`src/rtl/serial_uart.sv`:
```
`timescale 1ns/1ps
// serial_uart: 8N1 UART with show-ahead RX FIFO and TX FIFO
// bridging the processor serial byte port to the board pins.
module serial_uart #(
    parameter int CLKS_PER_BIT = 434,
    parameter int FIFO_DEPTH   = 16,
    parameter int ADDR_W       = 4
) (
    input  logic       clock,
    input  logic       reset,
    input  logic       uart_rx,
    output logic       uart_tx,
    input  logic [7:0] cpu_wdata,
    input  logic       cpu_wren,
    input  logic       cpu_rden,
    output logic [7:0] cpu_rdata,
    output logic       cpu_rx_valid,
    output logic       cpu_tx_ready,
    output logic       rx_overrun,
    output logic       rx_frame_err
);

    localparam int CW = $clog2(CLKS_PER_BIT);
    localparam logic [CW-1:0] BIT_LAST  = CW'(CLKS_PER_BIT - 1);
    localparam logic [CW-1:0] HALF_LAST = CW'(CLKS_PER_BIT / 2 - 1);
    localparam logic [ADDR_W:0] FULL_CNT = (ADDR_W + 1)'(FIFO_DEPTH);

    typedef enum logic [1:0] {
        S_IDLE,
        S_START,
        S_DATA,
        S_STOP
    } state_e;

    // ---------------- RX ----------------
    logic [2:0]        rx_sync_q;
    logic              rx_s;
    logic              rx_fall;

    state_e            rx_state_q, rx_state_d;
    logic [CW-1:0]     rx_cnt_q, rx_cnt_d;
    logic [2:0]        rx_bit_q, rx_bit_d;
    logic [7:0]        rx_shift_q, rx_shift_d;
    logic              rx_push;
    logic              rx_ferr_set;

    logic [7:0]        rx_mem_q [FIFO_DEPTH];
    logic [ADDR_W-1:0] rx_wp_q, rx_wp_d;
    logic [ADDR_W-1:0] rx_rp_q, rx_rp_d;
    logic [ADDR_W:0]   rx_count_q, rx_count_d;
    logic              rx_ovr_q, rx_ovr_d;
    logic              rx_ferr_q, rx_ferr_d;
    logic              rx_pop;
    logic              rx_full;
    logic              rx_wr;

    // Two-flop synchroniser plus one history flop for edge detection
    always_ff @(posedge clock) begin
        if (reset) begin
            rx_sync_q <= 3'b111;
        end else begin
            rx_sync_q <= {rx_sync_q[1:0], uart_rx};
        end
    end

    assign rx_s    = rx_sync_q[1];
    assign rx_fall = rx_sync_q[2] & ~rx_sync_q[1];

    // RX frame FSM: mid-bit sampling timed from the start edge
    always_comb begin
        rx_state_d  = rx_state_q;
        rx_cnt_d    = rx_cnt_q;
        rx_bit_d    = rx_bit_q;
        rx_shift_d  = rx_shift_q;
        rx_push     = 1'b0;
        rx_ferr_set = 1'b0;
        unique case (rx_state_q)
            S_IDLE: begin
                if (rx_fall) begin
                    rx_state_d = S_START;
                    rx_cnt_d   = '0;
                    rx_bit_d   = '0;
                end
            end
            S_START: begin
                if (rx_cnt_q == HALF_LAST) begin
                    rx_cnt_d   = '0;
                    rx_state_d = rx_s ? S_IDLE : S_DATA;
                end else begin
                    rx_cnt_d = rx_cnt_q + 1'b1;
                end
            end
            S_DATA: begin
                if (rx_cnt_q == BIT_LAST) begin
                    rx_cnt_d   = '0;
                    rx_shift_d = {rx_s, rx_shift_q[7:1]};
                    rx_bit_d   = rx_bit_q + 1'b1;
                    if (rx_bit_q == 3'd7) begin
                        rx_state_d = S_STOP;
                    end
                end else begin
                    rx_cnt_d = rx_cnt_q + 1'b1;
                end
            end
            S_STOP: begin
                if (rx_cnt_q == BIT_LAST) begin
                    rx_cnt_d    = '0;
                    rx_state_d  = S_IDLE;
                    rx_push     = rx_s;
                    rx_ferr_set = ~rx_s;
                end else begin
                    rx_cnt_d = rx_cnt_q + 1'b1;
                end
            end
            default: rx_state_d = S_IDLE;
        endcase
    end

    // RX FIFO bookkeeping; a same-cycle pop frees the slot for a push
    always_comb begin
        rx_pop     = cpu_rden & (rx_count_q != '0);
        rx_full    = (rx_count_q == FULL_CNT);
        rx_wr      = rx_push & (~rx_full | rx_pop);
        rx_wp_d    = rx_wp_q + ADDR_W'(rx_wr);
        rx_rp_d    = rx_rp_q + ADDR_W'(rx_pop);
        rx_count_d = rx_count_q + (ADDR_W + 1)'(rx_wr)
                   - (ADDR_W + 1)'(rx_pop);
        rx_ovr_d   = rx_ovr_q | (rx_push & rx_full & ~rx_pop);
        rx_ferr_d  = rx_ferr_q | rx_ferr_set;
    end

    // RX state registers
    always_ff @(posedge clock) begin
        if (reset) begin
            rx_state_q <= S_IDLE;
            rx_cnt_q   <= '0;
            rx_bit_q   <= '0;
            rx_shift_q <= '0;
            rx_wp_q    <= '0;
            rx_rp_q    <= '0;
            rx_count_q <= '0;
            rx_ovr_q   <= 1'b0;
            rx_ferr_q  <= 1'b0;
        end else begin
            rx_state_q <= rx_state_d;
            rx_cnt_q   <= rx_cnt_d;
            rx_bit_q   <= rx_bit_d;
            rx_shift_q <= rx_shift_d;
            rx_wp_q    <= rx_wp_d;
            rx_rp_q    <= rx_rp_d;
            rx_count_q <= rx_count_d;
            rx_ovr_q   <= rx_ovr_d;
            rx_ferr_q  <= rx_ferr_d;
        end
    end

    // RX storage; contents are only observed while the count says valid
    always_ff @(posedge clock) begin
        if (rx_wr) begin
            rx_mem_q[rx_wp_q] <= rx_shift_q;
        end
    end

    assign cpu_rx_valid = (rx_count_q != '0);
    assign cpu_rdata    = cpu_rx_valid ? rx_mem_q[rx_rp_q] : 8'h00;
    assign rx_overrun   = rx_ovr_q;
    assign rx_frame_err = rx_ferr_q;

    // ---------------- TX ----------------
    state_e            tx_state_q, tx_state_d;
    logic [CW-1:0]     tx_cnt_q, tx_cnt_d;
    logic [2:0]        tx_bit_q, tx_bit_d;
    logic [7:0]        tx_shift_q, tx_shift_d;
    logic              tx_q, tx_d;
    logic              tx_pop;

    logic [7:0]        tx_mem_q [FIFO_DEPTH];
    logic [ADDR_W-1:0] tx_wp_q, tx_wp_d;
    logic [ADDR_W-1:0] tx_rp_q, tx_rp_d;
    logic [ADDR_W:0]   tx_count_q, tx_count_d;
    logic              tx_wr;

    // TX frame FSM: IDLE pops the head and starts the frame immediately
    always_comb begin
        tx_state_d = tx_state_q;
        tx_cnt_d   = tx_cnt_q;
        tx_bit_d   = tx_bit_q;
        tx_shift_d = tx_shift_q;
        tx_d       = tx_q;
        tx_pop     = 1'b0;
        unique case (tx_state_q)
            S_IDLE: begin
                tx_d = 1'b1;
                if (tx_count_q != '0) begin
                    tx_pop     = 1'b1;
                    tx_shift_d = tx_mem_q[tx_rp_q];
                    tx_d       = 1'b0;
                    tx_cnt_d   = '0;
                    tx_bit_d   = '0;
                    tx_state_d = S_START;
                end
            end
            S_START: begin
                if (tx_cnt_q == BIT_LAST) begin
                    tx_cnt_d   = '0;
                    tx_d       = tx_shift_q[0];
                    tx_shift_d = {1'b0, tx_shift_q[7:1]};
                    tx_state_d = S_DATA;
                end else begin
                    tx_cnt_d = tx_cnt_q + 1'b1;
                end
            end
            S_DATA: begin
                if (tx_cnt_q == BIT_LAST) begin
                    tx_cnt_d = '0;
                    if (tx_bit_q == 3'd7) begin
                        tx_d       = 1'b1;
                        tx_state_d = S_STOP;
                    end else begin
                        tx_d       = tx_shift_q[0];
                        tx_shift_d = {1'b0, tx_shift_q[7:1]};
                        tx_bit_d   = tx_bit_q + 1'b1;
                    end
                end else begin
                    tx_cnt_d = tx_cnt_q + 1'b1;
                end
            end
            S_STOP: begin
                if (tx_cnt_q == BIT_LAST) begin
                    tx_cnt_d   = '0;
                    tx_state_d = S_IDLE;
                end else begin
                    tx_cnt_d = tx_cnt_q + 1'b1;
                end
            end
            default: tx_state_d = S_IDLE;
        endcase
    end

    // TX FIFO bookkeeping; a full FIFO rejects writes even during a pop
    always_comb begin
        tx_wr      = cpu_wren & (tx_count_q != FULL_CNT);
        tx_wp_d    = tx_wp_q + ADDR_W'(tx_wr);
        tx_rp_d    = tx_rp_q + ADDR_W'(tx_pop);
        tx_count_d = tx_count_q + (ADDR_W + 1)'(tx_wr)
                   - (ADDR_W + 1)'(tx_pop);
    end

    // TX state registers
    always_ff @(posedge clock) begin
        if (reset) begin
            tx_state_q <= S_IDLE;
            tx_cnt_q   <= '0;
            tx_bit_q   <= '0;
            tx_shift_q <= '0;
            tx_q       <= 1'b1;
            tx_wp_q    <= '0;
            tx_rp_q    <= '0;
            tx_count_q <= '0;
        end else begin
            tx_state_q <= tx_state_d;
            tx_cnt_q   <= tx_cnt_d;
            tx_bit_q   <= tx_bit_d;
            tx_shift_q <= tx_shift_d;
            tx_q       <= tx_d;
            tx_wp_q    <= tx_wp_d;
            tx_rp_q    <= tx_rp_d;
            tx_count_q <= tx_count_d;
        end
    end

    // TX storage
    always_ff @(posedge clock) begin
        if (tx_wr) begin
            tx_mem_q[tx_wp_q] <= cpu_wdata;
        end
    end

    assign uart_tx      = tx_q;
    assign cpu_tx_ready = (tx_count_q != FULL_CNT);

endmodule

```
`config.mk`:
```
export PLATFORM = sky130hd
export DESIGN_NAME = serial_uart
export DESIGN_NICKNAME = d
export VERILOG_FILES = /design/src/rtl/serial_uart.sv
export SDC_FILE = /design/constraint.sdc
export NUM_CORES = 1
export LEC_CHECK = 0
export ABC_CLOCK_PERIOD_IN_PS = 4300
export BUFFER_PORTS_ARGS = -buffer_cell sky130_fd_sc_hd__clkbuf_2
export CAP_MARGIN = 20
export CORE_MARGIN = 5
export CORE_UTILIZATION = 35
export CTS_CLUSTER_DIAMETER = 150
export DETAILED_ROUTE_END_ITERATION = 10
export SLEW_MARGIN = 40
export SYNTH_ARGS = -nofsm -noshare
export SYNTH_HDL_FRONTEND = slang
export SYNTH_SLANG_ARGS = --single-unit
```
`constraint.sdc`:
```
create_clock -name clock -period 4.3 [get_ports clock]
set_input_delay 0.215 -clock clock [delete_from_list [all_inputs] [get_ports clock]]
set_output_delay 0.215 -clock clock [all_outputs]
set_load 0.05 [all_outputs]
```
# Word-level counts from Yosys, hierarchy flattened
# Memories as Yosys holds them, arrays and structs flattened. A register that Yosys moved wholly into a read port is not among the register bits.
# Index checks and enable logic that the tools add are counted.
# word_totals
reg_bits	76
latch_bits	0
ram_bits	256
rom_bits	0
inputBits	13
out_inout_bits	13
memories	2
# memory_table
name	words	word_bits	rd	rd_ports_with_merged_regs	wr	line	text
rx_mem_q	16	8	1	1	1	47	logic [7:0] rx_mem_q [FIFO_DEPTH];
tx_mem_q	16	8	1	1	1	177	logic [7:0] tx_mem_q [FIFO_DEPTH];
# classes
n_addsub	12
multipliers	0
div_mod_pow	0
magnitude_cmp	0
eq_ne	24
n_shift	0
n_mux	50
bitwise	12
n_reduce_logical	16
# op_table
operator	n
2-to-1 mux 9 bit	5
2-to-1 mux 8 bit	5
case mux 9 bit (3 select lines)	1
case mux 8 bit (3 select lines)	1
2-to-1 mux 2 bit	11
inequality test 2 bit (second input constant)	11
adder 9 x 1 -> 9 bit (second input constant)	2
equality test 9 bit (second input constant)	2
case mux 9 bit (2 select lines)	1
adder 4 x 1 -> 4 bit	4
case mux 2 bit (4 select lines)	2
2-to-1 mux 3 bit	5
AND reduction 5 bit	3
2-to-1 mux 1 bit	14
case mux 3 bit (2 select lines)	2
adder 5 x 1 -> 5 bit	2
nonzero test 5 bit	2
subtractor 5 x 1 -> 5 bit	2
equality test 9 x 8 -> 1 bit (second input constant)	1
equality test 2 bit (second input constant)	4
2-to-1 mux 4 bit	2
adder 3 x 1 -> 3 bit (second input constant)	2
bitwise AND 1 bit	6
equality test 3 bit (second input constant)	2
other kinds (14)	22

# Longest topological paths before layout
# Gate-level depths: netlist (run 1).
# depth
ltp_word	6
ltp_mapped	14
depth_no_buf	14

# Worst setup path before layout (run 1)
# Ideal clock, no wire load.
# synth_timing
kind	reg2reg
startpoint	register rx_count_q[3]
endpoint	register rx_count_q[4]
setup_ns	0.070
arrival_time_ns	2.938
setup_slack_ns	1.292
path_stages_with_launch	14
n_path_buf	0
period_less_slack_ns	3.008
cell_sequence	dfxtp_1 -> inv_1 -> ha_1 -> or3b_2 -> nor2_1 -> nor2b_1 -> ha_1 -> inv_1 -> ha_1 -> fa_1 -> a21oi_1 -> nor2_1 -> or3_1 -> a21oi_1
# synth_between
elab_chain_cells	6
# synth_rtl
item	line	text
from (decl)	50	logic [ADDR_W:0] rx_count_q, rx_count_d;
from (signal assigned)	151	rx_count_q <= rx_count_d;
nonzero test 5 bit or equality test 5 bit (tied branches)	121, 122	
bitwise AND 1 bit or inverter 1 bit (tied branches)	121, 123	
OR 1 bit	123	rx_wr = rx_push & (~rx_full | rx_pop);
bitwise AND 1 bit	123	
adder 5 x 1 -> 5 bit	126	rx_count_d = rx_count_q + (ADDR_W + 1)'(rx_wr)
subtractor 5 x 1 -> 5 bit (*)	127	- (ADDR_W + 1)'(rx_pop);
# Mark *: on every way between the ends. The rest lies on a longest branch, timed or not.
# A chain may end at the register's enable or synchronous reset.

# Worst setup path after layout (run 1)
# layout_timing
startpoint	register rx_cnt_q[0]
endpoint	register rx_count_q[4]
# layout_between
elab_chain_cells	6
# layout_rtl
item	line	text
from (decl)	41	logic [CW-1:0] rx_cnt_q, rx_cnt_d;
from (signal assigned)	146	rx_cnt_q <= rx_cnt_d;
equality test 9 bit	106	if (rx_cnt_q == BIT_LAST) begin
2-to-1 mux 1 bit	106	
2-to-1 mux 1 bit	77	unique case (rx_state_q)
bitwise AND 1 bit	123	
adder 5 x 1 -> 5 bit	126	
subtractor 5 x 1 -> 5 bit	127	
# Every way passes these cells.

==> reports/summary.md, run 1 <==
The run finished with clean final reports. The global routing stage identified its most utilized layer as met2. The run gives 37 as the CTS buffer count. The overall power consumption was 9.191 mW; the area share of fa/ha/maj cells after synthesis was 0.03303. Yosys printed 0 warnings. Walking the worst path, the cells encountered are ha_1, and4bb_1, nand4_2, nor3_2, inv_1, ha_1, inv_1, ha_1, fa_1, a21oi_1, nor2_1, or3_1, a21oi_1.

For the final-layout setup total negative slack, the log shows 0 ns. Among all cell types in the netlist, the one instantiated most often is sky130_fd_sc_hd__edfxtp_1. Pin placement for this block handled 26 I/O pins. The share of the clock period used by the worst path was 0.7349.

TritonCTS built the clock tree. The combinational group share of total power was 0.216; the transition at the pin with the smallest max-transition slack was 0.8021 ns. Of all cell types, the one taking the most synthesized area is sky130_fd_sc_hd__edfxtp_1. For this run, the slowest stage of the critical path takes 0.43 ns.

For this run, the post-layout net count is 977. The switching share of total power was 0.2824. Worst-case clock buffer depth: 3.

In this run, synthesis produced a sequential element count of 332. The via count of the first global-routing pass came out at 7396. Summing all non-filler instances in the final layout gives an area of 15800 sq um. The portion of netlist area occupied by mux cells was 0.1232.

Measured along the x axis, the die boundary spans 208.0 microns. The final count of pins violating max slew was 0; the number of nets with antenna violations after routing was 0. For the post-route clock skew, the log shows 0.02381 ns. The met1 demand-to-capacity share in global routing is 0.1643, and the share of post-route cells with drive strength above 1 is 0.1914.

Based on the critical path, the design can be clocked at up to 316.4 MHz. The source-to-sink clock delay at the later pin of the worst-skew pair is 0.56 ns, and the CTS H-tree depth is 2. The number of distinct library cell variants in the gate-level netlist after synthesis is 65.

The tools report the routability congestion estimate from global placement as 0.7526. The starting utilization of the core area is 0.3540. The most numerous cell on the critical path is sky130_fd_sc_hd__ha_1. By area, the combinational part of the netlist is dominated by multiplexers.

The sequential fraction of the synthesis area came out at 0.6715. After clock tree synthesis, the repair step resized 0 gates. Initial antenna violation count: 0. The number of nets produced by synthesis came out at 938. The per-cell routed wire length works out to 17.87 microns.

For the area of the die, the log shows 43240 sq um. The most used flip-flop cell after synthesis is sky130_fd_sc_hd__edfxtp_1. The DRC violations left was 0; the number of hold violations in the final report was 0. The critical path in this run is classified as reg2reg. The overall overflow remaining after global route was 0. After layout, the worst setup slack is 1.140 ns. After technology mapping, the gate count stands at 890. The number of input and output port buffers inserted was 25; the highest ir drop seen on vdd was 0.3887 mV. The total global-route track usage was 0.1216; the floorplan core area was 38740 sq um.

The area of the mapped netlist is 13710 sq um. The standard-cell row count is 72. The required time reported for the critical path endpoint is 4.77 ns.

The clock period minus worst slack came out at 3.160 ns. The total power per unit cell area is 581.6 nW/um^2. Counting both buffers and inverters, the worst setup path holds a total of 2. The tools report the TritonCTS sink count as 332. For the worst setup path, the data arrival time is 3.63 ns.

Setup repair after global routing left no endpoint under its margin. Entering global routing, the biggest net connects 63 pins. The number of diodes is 0. STA classifies the critical path endpoint as a register.

In this run the worst path has a maximum fanout of 7. The slowest cell on the critical path was sky130_fd_sc_hd__dfxtp_1. Yosys attributes the largest share of cell area to sky130_fd_sc_hd__edfxtp_1, sky130_fd_sc_hd__dfxtp_1, sky130_fd_sc_hd__mux4_2, sky130_fd_sc_hd__mux2i_1, sky130_fd_sc_hd__ha_1. The wire-length estimate of the detail-placed layout is 17.20 mm. The setup-violating endpoint count in the final report is 0. Minimum setup slack after placement: 1.134 ns.

The logs give 0.371 for the relative contribution of the clock network to total power and 1 for the number of buffers inserted for hold repair after clock tree synthesis. Among cell families on the critical path, the largest total delay comes from simple AND/OR/NAND/NOR gates. The critical path startpoint category was a register. The vias after detailed routing was 7285; the number of search-and-repair iterations in the first detailed-routing pass was 4. The met3 routing resource usage after global routing was 0.02440; the basic-gate share of the synthesized area counting and, or, nand and nor cells was 0.08603.

The cell at the root of the clock tree was sky130_fd_sc_hd__clkbuf_16. The XOR/XNOR share of the synthesized area came out at 0.01086. In the synthesized netlist, the cells that appear most often are sky130_fd_sc_hd__edfxtp_1, sky130_fd_sc_hd__dfxtp_1, sky130_fd_sc_hd__nor2_1. The height of the chip works out to 208.0 microns.

A synthesized cell averages 15.41 sq um. The global routing usage on met2 is 0.2003. After detailed routing, the number of vias per cell comes to 4.942. For this design the static power due to leakage is 5.203 nW. In this run, synthesis inferred 256 flip-flops with an integrated enable. The tools report the relative slew slack as 0.4633.

Compared with the post-synthesis result, the final layout area differs by 15.22%. The power spent charging and discharging nets was 2.596 mW; the async set-reset flop share out of synthesis was 0. Clock-pin slew was measured on the worst setup and hold paths at 0.06 ns. The minimum hold slack is 0.1247 ns.

The tools report the proportion of power drawn by flip-flops and latches as 0.413. For the post-CTS setup repair buffer count, the log shows 0. The max-capacitance violation count was 0. The first global-routing pass estimated 41.79 mm of wire. Standard cell area after detailed placement: 14440 sq um.

In this run the worst hold path is classified as in2reg. The first routing iteration left 437 violations. For the cell internal power dissipation, the log shows 6.595 mW. Area fraction in compound gates after synthesis: 0.05483.

After detailed routing, the total wire length is 26.34 mm. The share of the synthesized area in the top cell type was 0.5605.
## flip-flops by register name (all words and copies together), names as in the netlist, 2 cells and up, named ones only
| register | count |
|---|---|
| rx_bit_q | 3 |
| rx_cnt_q | 9 |
| rx_count_q | 5 |
| rx_mem_q | 128 |
| rx_rp_q | 4 |
| rx_shift_q | 8 |
| rx_sync_q | 3 |
| rx_wp_q | 4 |
| tx_bit_q | 3 |
| tx_cnt_q | 9 |
| tx_count_q | 5 |
| tx_mem_q | 128 |
| tx_rp_q | 4 |
| tx_shift_q | 8 |
| tx_state_q | 2 |
| tx_wp_q | 4 |
## cell families (layout without fill, tap and decap cells)
logic type | Yosys count | after routing
flip-flops | 332 | 332
AND/OR/NAND/NOR | 227 | 227
AO/OA/AOI/OAI | 111 | 111
multiplexers | 100 | 100
buffers and inverters | 68 | 134
adder cells (fa/ha/maj) | 35 | 35
XOR/XNOR | 17 | 17
## power groups by stage
stage	registers, mW	logic [mW]	clock network, mW
floorplan	3.73	1.65	0
global placement	3.86	1.98	0
detailed placement	3.87	2.00	0
CTS	3.80	2.02	3.50
global route	3.83	2.19	3.62
finish	3.79	1.99	3.41
## through the flow
| stage | cells | utilization |
|---|---|---|
| 2_1_floorplan | 890 | - |
| 3_3_place_gp | 1407 | 0.3724 |
| 4_1_cts | 1474 | 0.4077 |
| 3_5_place_dp | 1407 | 0.3726 |
| 5_1_grt | 1474 | 0.4079 |
| 6_report | 1474 | 0.4079 |
## area by class of cell
cell class | instances | area, sq um
Fill cell | 3569 | 22940
Sequential cell | 332 | 9216
Multi-Input combinational cell | 490 | 4235
Clock buffer | 45 | 1007
Tap cell | 518 | 648.1
Clock inverter | 21 | 341.6
Timing Repair Buffer | 42 | 255.2
Inverter | 26 | 97.59
## worst paths after layout
kind,slack (ns),cells after the start,to,start
max reg2reg,1.14,13,rx_count_q[4],rx_cnt_q[0]
min,0.12,1,tx_mem_q[8][7],cpu_wdata[7]
min reg2reg,0.41,1,rx_sync_q[1],rx_sync_q[0]
max,1.14,13,rx_count_q[4],rx_cnt_q[0]
## cell usage in the layout, fill, tap and decap left out, drive strengths merged, types with 13 or more instances in the layout
cell    count
ha         33
nor2b      29
inv        28
nor3       13
clkbuf     70
mux4       55
nand3      20
mux2i      45
edfxtp    256
dfxtp      76
a21oi      30
nand2      39
o21ai      20
buf        16
nor2       74
a22oi      14
## routing by layer
layer / vias to the layer above / wire, microns
met1: 3653 / 11940
met4: 0 / 537
met3: 42 / 873
met2: 93 / 12990
met5: - / 0
li1: 3497 / -
Note: power is estimated with default switching activity, not from simulation.
==> run 2, diff against run 1 <==
ABC_CLOCK_PERIOD_IN_PS = 3050   (was 4300)
clock period = 3.05 ns   (was 4.3 ns; I/O delays follow)
==> reports/summary.md, run 2 (synthesis results as in run 1) <==
The run finished with clean final reports. The run gives 0.409 (-0.004) as the proportion of power drawn by flip-flops and latches. For the data arrival at the endpoint of the critical path, the log shows 3.29 ns (-0.34 ns). The root buffer cell chosen for the clock tree is sky130_fd_sc_hd__clkbuf_16. The source-to-sink clock delay at the later pin of the worst-skew pair came out at 0.54 ns (-0.02 ns). The logs give 373 (-15%) for the DRC violation total after the first TritonRoute iteration and 37 (unchanged) for the CTS buffer count.

The tools report the TritonCTS sink count as 332 (unchanged). The pin count of the biggest net entering global routing was 38 (-40%). Minimum hold slack: 0.08207 ns (-0.04260 ns). In this run the critical register-to-register path is launched from rx_cnt_q[1]. The category of the most critical setup path was reg2reg.

The transition at the pin with the smallest max-transition slack was 0.8057 ns (+0.003635 ns); the sum of routed wire length over all layers was 26.52 mm (+0.68%). For the routability congestion estimate from global placement, the log shows 0.7610 (+1.1%). Required time reported for the critical path endpoint: 3.52 ns (-1.25 ns). The post-route clock skew was 0.02643 ns (+0.002621 ns); the max-capacitance violation count was 0 (unchanged).

The clock period minus worst slack is 2.824 ns (-0.3365 ns). The per-cell routed wire length is 17.64 microns (-1.3%), and the number of vias per cell is 4.995 (+1.1%). TritonCTS built the clock tree. The final-layout fill cell count is 3566 (-0.084%), and the power spent charging and discharging nets is 3.577 mW (+38%). The top cell types in the final layout, fill and taps aside, are sky130_fd_sc_hd__edfxtp_1, sky130_fd_sc_hd__dfxtp_1, sky130_fd_sc_hd__nor2_1. The height of the chip was 208.0 microns (unchanged); the number of nets with antenna violations after routing was 0 (unchanged).

The worst hold path belongs to the class in2reg. The tools report the category of the worst setup path capture point as a register. The tools report the HPWL after detailed placement as 17.41 mm (+1.2%). The run gives 3 (unchanged) as the worst-case clock buffer depth. Compared with the post-synthesis result, the final layout area differs by 16.07%. The x dimension of the die was 208.0 microns (unchanged). The initial antenna violation count is 0 (unchanged), and the total power per unit cell area is 798.6 nW/um^2 (+37%).

The combinational group share of total power was 0.236 (+0.020); the standard cell area after detailed placement was 14640 sq um (+1.4%). The most frequent standard cell in the layout excluding fill and tap cells was sky130_fd_sc_hd__edfxtp_1. The count of nets after finishing came out at 1006 (+3.0%). The overall overflow remaining after global route is 0 (unchanged).

For the area of combinational cells with multiple inputs, the log shows 4248 sq um (+0.30%). The vias after detailed routing was 7508 (+3.1%). Cell internal power dissipation: 9.135 mW (+39%). The run gives 15920 sq um (+0.74%) as the final instance area. The worst hold path begins at cpu_wdata[3]. The critical path startpoint category was a register.

The logs give 0.355 (-0.016) for the relative contribution of the clock network to total power and 2 (unchanged) for the CTS H-tree depth. The share of post-route cells with drive strength above 1 was 0.2051 (+0.01365). The tools report the via count of the first global-routing pass as 7495 (+1.3%). For the register cell area after layout, the log shows 9211 sq um (about the same). The static leakage was 5.316 nW (+2.2%); the number of search-and-repair iterations in the first detailed-routing pass was 5 (+1).

The tools report the maximum clock rate as 354.2 MHz (+12%). The origin of the worst setup path is rx_cnt_q[1]. For the starting utilization of the core area, the log shows 0.3540 (unchanged). The standard-cell row count came out at 72 (unchanged). The switching share of total power is 0.2814 (-0.001024), and the share of the clock period used by the worst path is 0.9258 (+0.1909).

The logs give 0 (unchanged) for the setup-violating endpoint count in the final report and 0.4609 (-0.002432) for the relative slew slack. The DRC violations left is 0 (unchanged), and the number of input and output port buffers inserted is 25 (unchanged). The number of diodes is 0 (unchanged), and the area of the die is 43240 sq um (unchanged).

For the highest ir drop seen on vdd, the log shows 0.4164 mV (+7.1%). The largest fanout on the critical path was 5 (-2). The total global-route track usage was 0.1222 (+0.0006107); the number of top-level design ports was 26 (unchanged).

Floorplan core area: 38740 sq um (unchanged). The number of hold violations in the final report is 0 (unchanged). The final count of pins violating max slew is 0 (unchanged). The largest registers in the layout are rx_mem_q x128, tx_mem_q x128. For the global-route wire length before repair, the log shows 42.21 mm (+0.99%). The clock-pin slew reported for the worst setup and hold paths after clock tree synthesis is 0.06 ns (about the same).
## run 2: cell types whose count changed in the layout (fill, tap and decap cells not counted), sizes merged
cell         previous run  this run
dlygate4sd3             1         2
buf                    16        44
inv                    28        29
clkinv                  8        10
clkinvlp                4         1
bufinv                  7         6
clkbuf                 70        71
## run 2: timing repair
item	in CTS	in global routing
resized for setup	0	6
hold buffers	2	0
buffers inserted	0	1
endpoints found under the hold margin	2	0
setup endpoints to repair	0	1
## run 2: worst max-delay path, cell delays in order (launching register included)
cell and delay [ns]:
sky130_fd_sc_hd__dfxtp_1 0.34, sky130_fd_sc_hd__inv_1 0.09, sky130_fd_sc_hd__ha_1 0.14, sky130_fd_sc_hd__and4bb_1 0.24
sky130_fd_sc_hd__nand4_2 0.16, sky130_fd_sc_hd__nor3_4 0.16, sky130_fd_sc_hd__inv_1 0.06, sky130_fd_sc_hd__ha_1 0.27
sky130_fd_sc_hd__inv_1 0.04, sky130_fd_sc_hd__ha_1 0.21, sky130_fd_sc_hd__fa_2 0.36, sky130_fd_sc_hd__a21oi_1 0.14
sky130_fd_sc_hd__nor2_1 0.07, sky130_fd_sc_hd__or3_1 0.34, sky130_fd_sc_hd__a21oi_1 0.14
## run 2: layout make-up
class / count / share of cell area
Sequential cell: 332 / 0.5787
Multi-Input combinational cell: 490 / 0.2669
Clock buffer: 46 / 0.06092
Tap cell: 518 / 0.04072
Timing Repair Buffer: 71 / 0.03066
Clock inverter: 20 / 0.01604
Inverter: 26 / 0.006131
## run 2: power by group through the flow
stage	combinational (mW)	clock [mW]	sequential (mW)
final	3.00	4.51	5.20
after global routing	3.28	4.81	5.24
after CTS	3.02	4.64	5.20
after detailed placement	3.00	0	5.30
after global placement	2.96	0	5.29
after floorplan	2.33	0	5.25
## run 2: stage by stage
| step | total power [mW] | setup slack [ns] | setup TNS [ns] | util | instances |
|---|---|---|---|---|---|
| after CTS | 12.86 | 0.01685 | 0 | 0.4101 | 1502 |
| final | 12.71 | 0.2263 | 0 | 0.4109 | 1503 |
| after floorplan | 7.584 | 0.04215 | 0 | - | 890 |
| after global routing | 13.33 | -0.007327 | -0.007327 | 0.4109 | 1503 |
| after global placement | 8.255 | 0.1174 | 0 | 0.3779 | 1434 |
| after detailed placement | 8.297 | 0.04855 | 0 | 0.3779 | 1434 |
## run 2: worst paths after layout
| path | endpoint | slack (ns) | depth (start not counted) |
|---|---|---|---|
| max | rx_count_q[4] | 0.23 | 14 |
| min | tx_mem_q[9][3] | 0.08 | 1 |
| max reg2reg | rx_count_q[4] | 0.23 | 14 |
| min reg2reg | rx_sync_q[1] | 0.41 | 1 |
## run 2: routing by layer
layer  global-route usage  part of all wire  vias to the layer above  routed length, microns
met3              0.02937             0.047                       44                    1255
met4              0.03941             0.025                        0                     668
met5                    0                 0                        -                       0
met1               0.1644              0.44                     3768                   11740
li1                     -                 -                     3563                       -
met2               0.1970              0.48                      133                   12850
==> run 3, diff against run 2 <==
--- a/constraint.sdc
+++ b/constraint.sdc
@@ -3,2 +3,2 @@
 set_output_delay 0.1525 -clock clock [all_outputs]
-set_load 0.05 [all_outputs]
+set_load 0.02 [all_outputs]
==> reports/summary.md, run 3 (synthesis results as in run 1) <==
In the final layout, the registers with the most flip-flops are rx_mem_q x128, tx_mem_q x128. The share of the clock period used by the worst path was 0.9399 (+0.01415). The area of the die came out at 43240 sq um (unchanged). For the global-route wire length before repair, the log shows 42.78 mm (+1.4%).

For the worst-case clock buffer depth, the log shows 3 (unchanged). The most numerous cell type found on the critical path is sky130_fd_sc_hd__mux4_2. For the static leakage, the log shows 5.271 nW (-0.84%). Overall overflow remaining after global route: 0 (unchanged). The worst setup path is launched from a register.

The initial antenna violation count came out at 0 (unchanged). The transition at the pin with the smallest max-transition slack is 0.7446 ns (-0.06117 ns), and the count of nets after finishing is 1007 (+0.099%). The per-cell routed wire length works out to 17.69 microns (+0.25%). STA classifies the critical path endpoint as a primary output.

The final count of pins violating max slew was 0 (unchanged). The run gives 2.71 ns (-0.58 ns) as the data arrival at the endpoint of the critical path. The worst hold path belongs to the class in2reg. Share of post-route cells with drive strength above 1: 0.2083 (+0.003257).

The tree is rooted in a sky130_fd_sc_hd__clkbuf_16. The run gives 386 (+3.5%) as the DRC violation total after the first TritonRoute iteration. met2 is the most crowded layer. The slowest cell on the critical path was sky130_fd_sc_hd__dfxtp_2.

The standard-cell row count is 72 (unchanged), and the setup-violating endpoint count in the final report is 0 (unchanged). The run gives 7495 (-0.17%) as the vias after detailed routing. The largest fanout on the critical path came out at 10 (+5).

The relative slew slack was 0.5018 (+0.04093); the clock-pin slew reported for the worst setup and hold paths after clock tree synthesis was 0.06 ns (about the same). The post-synthesis to final-layout area growth came out at 15.47%. For the post-route clock skew, the log shows 0.01264 ns (-0.01378 ns).

For the CTS buffer count, the log shows 36 (-2.7%). For the smallest setup slack after layout, the log shows 0.1832 ns (-0.04315 ns). The tools report the max-capacitance violation count as 0 (unchanged). The height of the chip is 208.0 microns (unchanged). The required time reported for the critical path endpoint came out at 2.90 ns (-0.62 ns). The logs give 0 (unchanged) for the DRC violations left and 0 ns (unchanged) for the final-layout setup total negative slack.

The tools report the routability congestion estimate from global placement as 0.7612 (about the same). The TritonCTS sink count was 332 (unchanged); the highest ir drop seen on vdd was 0.5227 mV (+26%). The met3 routing resource usage after global routing came out at 0.02305 (-0.006326).

The minimum setup slack after placement was 0.06859 ns (+0.02004 ns). The pin count of the biggest net entering global routing is 39 (+2.6%). Broken down by cell family, the worst path's largest delay share belongs to multiplexers. The hold-critical path depth is 1 (unchanged), and the total global-route track usage is 0.1231 (+0.0009045).

The floorplan core area came out at 38740 sq um (unchanged). The tools report the sum of routed wire length over all layers as 26.57 mm (+0.18%). The stage delay of the slowest cell on the critical path is 0.55 ns (+0.19 ns), and the number of diodes is 0 (unchanged). The source-to-sink clock delay at the later pin of the worst-skew pair is 0.53 ns (about the same). The sum of buffers and inverters on the critical path was 2 (-1). The number of search-and-repair iterations in the first detailed-routing pass came out at 4 (-1). The number of vias per cell was 4.990 (-0.11%). The category of the most critical setup path is reg2out.

Walking the worst path, the cells encountered are buf_4, mux4_2, mux4_2, nor2b_1, clkbuf_2. Number of input and output port buffers inserted: 25 (unchanged). TritonCTS built the clock tree.

The run finished with clean final reports. The HPWL after detailed placement is 17.64 mm (+1.3%), and the total power per unit cell area is 771.6 nW/um^2 (-3.4%). Clock period minus worst slack: 2.867 ns (+0.04315 ns). The number of top-level design ports is 26 (unchanged), and the x dimension of the die is 208.0 microns (unchanged).

Via count of the first global-routing pass: 7434 (-0.81%). The starting utilization of the core area is 0.3540 (unchanged), and the CTS H-tree depth is 2 (unchanged). Setup repair after global routing left no endpoint under its margin. The logs give 0.1705 (+0.006021) for the met1 demand-to-capacity share in global routing and 0 (unchanged) for the number of nets with antenna violations after routing. The run gives 0.1971 (about the same) as the global routing usage on met2. Leaving out fill and tap cells, the most frequent cells in the layout are sky130_fd_sc_hd__edfxtp_1, sky130_fd_sc_hd__dfxtp_1, sky130_fd_sc_hd__nor2_1.

The number of logic stages on the critical path including buffering came out at 5 (-9). Leaving out fill and tap cells, the most frequent cell in the layout is sky130_fd_sc_hd__edfxtp_1. The worst reg-to-reg path cell count was 14 (unchanged). For the maximum clock rate, the log shows 348.8 MHz (-1.5%). The post-CTS setup repair buffer count was 0 (unchanged); the number of hold violations in the final report was 0 (unchanged).
[run 3: changes by cell type in the layout (fill, tap and decap cells not counted), moves of 2 or more]
| cell | change |
|---|---|
| sky130_fd_sc_hd__bufinv_16 | -3 |
| sky130_fd_sc_hd__clkinvlp_4 | +3 |
| sky130_fd_sc_hd__buf_4 | +2 |
| sky130_fd_sc_hd__clkinv_1 | -2 |
[run 3: where the power goes]
part	leakage [nW]	switching (mW)	internal, mW
clock	0.540	1.72	2.48
combinational	1.77	1.45	1.33
sequential	2.96	0.185	5.05
total	5.27	3.36	8.86
[run 3: worst paths after layout]
check        slack, ns               to           from
min reg2reg       0.41     rx_sync_q[1]   rx_sync_q[0]
max reg2reg       0.21    rx_count_q[4]  rx_count_q[2]
max               0.18     cpu_rdata[2]     rx_rp_q[0]
min               0.08  tx_mem_q[10][4]   cpu_wdata[4]
[run 3: per-stage QoR]
step / area (sq um) / utilization / power [mW] / hold slack (ns) / std cells
after floorplan: 13710 / - / 7.386 / 0.2514 / 890
after global placement: 14660 / 0.3785 / 8.084 / 0.3826 / 1437
after detailed placement: 14660 / 0.3785 / 8.121 / 0.3834 / 1437
after CTS: 15820 / 0.4083 / 12.36 / 0.05635 / 1502
after global routing: 15840 / 0.4088 / 12.88 / 0.08983 / 1502
final: 15840 / 0.4088 / 12.22 / 0.08496 / 1502
[run 3: final cells by class]
type / instances / area [sq um]
Fill cell: 3559 / 22900
Sequential cell: 332 / 9211
Multi-Input combinational cell: 490 / 4243
Clock buffer: 44 / 952.2
Tap cell: 518 / 648.1
Timing Repair Buffer: 73 / 503.0
Clock inverter: 19 / 181.4
Inverter: 26 / 97.59
[run 3: what timing repair did]
action | in CTS | in global routing
endpoints found under the hold margin | 7 | 0
endpoints found under the setup margin | 0 | 1
hold buffers | 2 | 0
gates resized for setup | 0 | 5
[run 3: routing by layer]
| layer | vias up | routed length (microns) |
|---|---|---|
| met2 | 117 | 12940 |
| met4 | 0 | 580 |
| met5 | - | 0 |
| li1 | 3559 | - |
| met3 | 41 | 1065 |
| met1 | 3778 | 11980 |
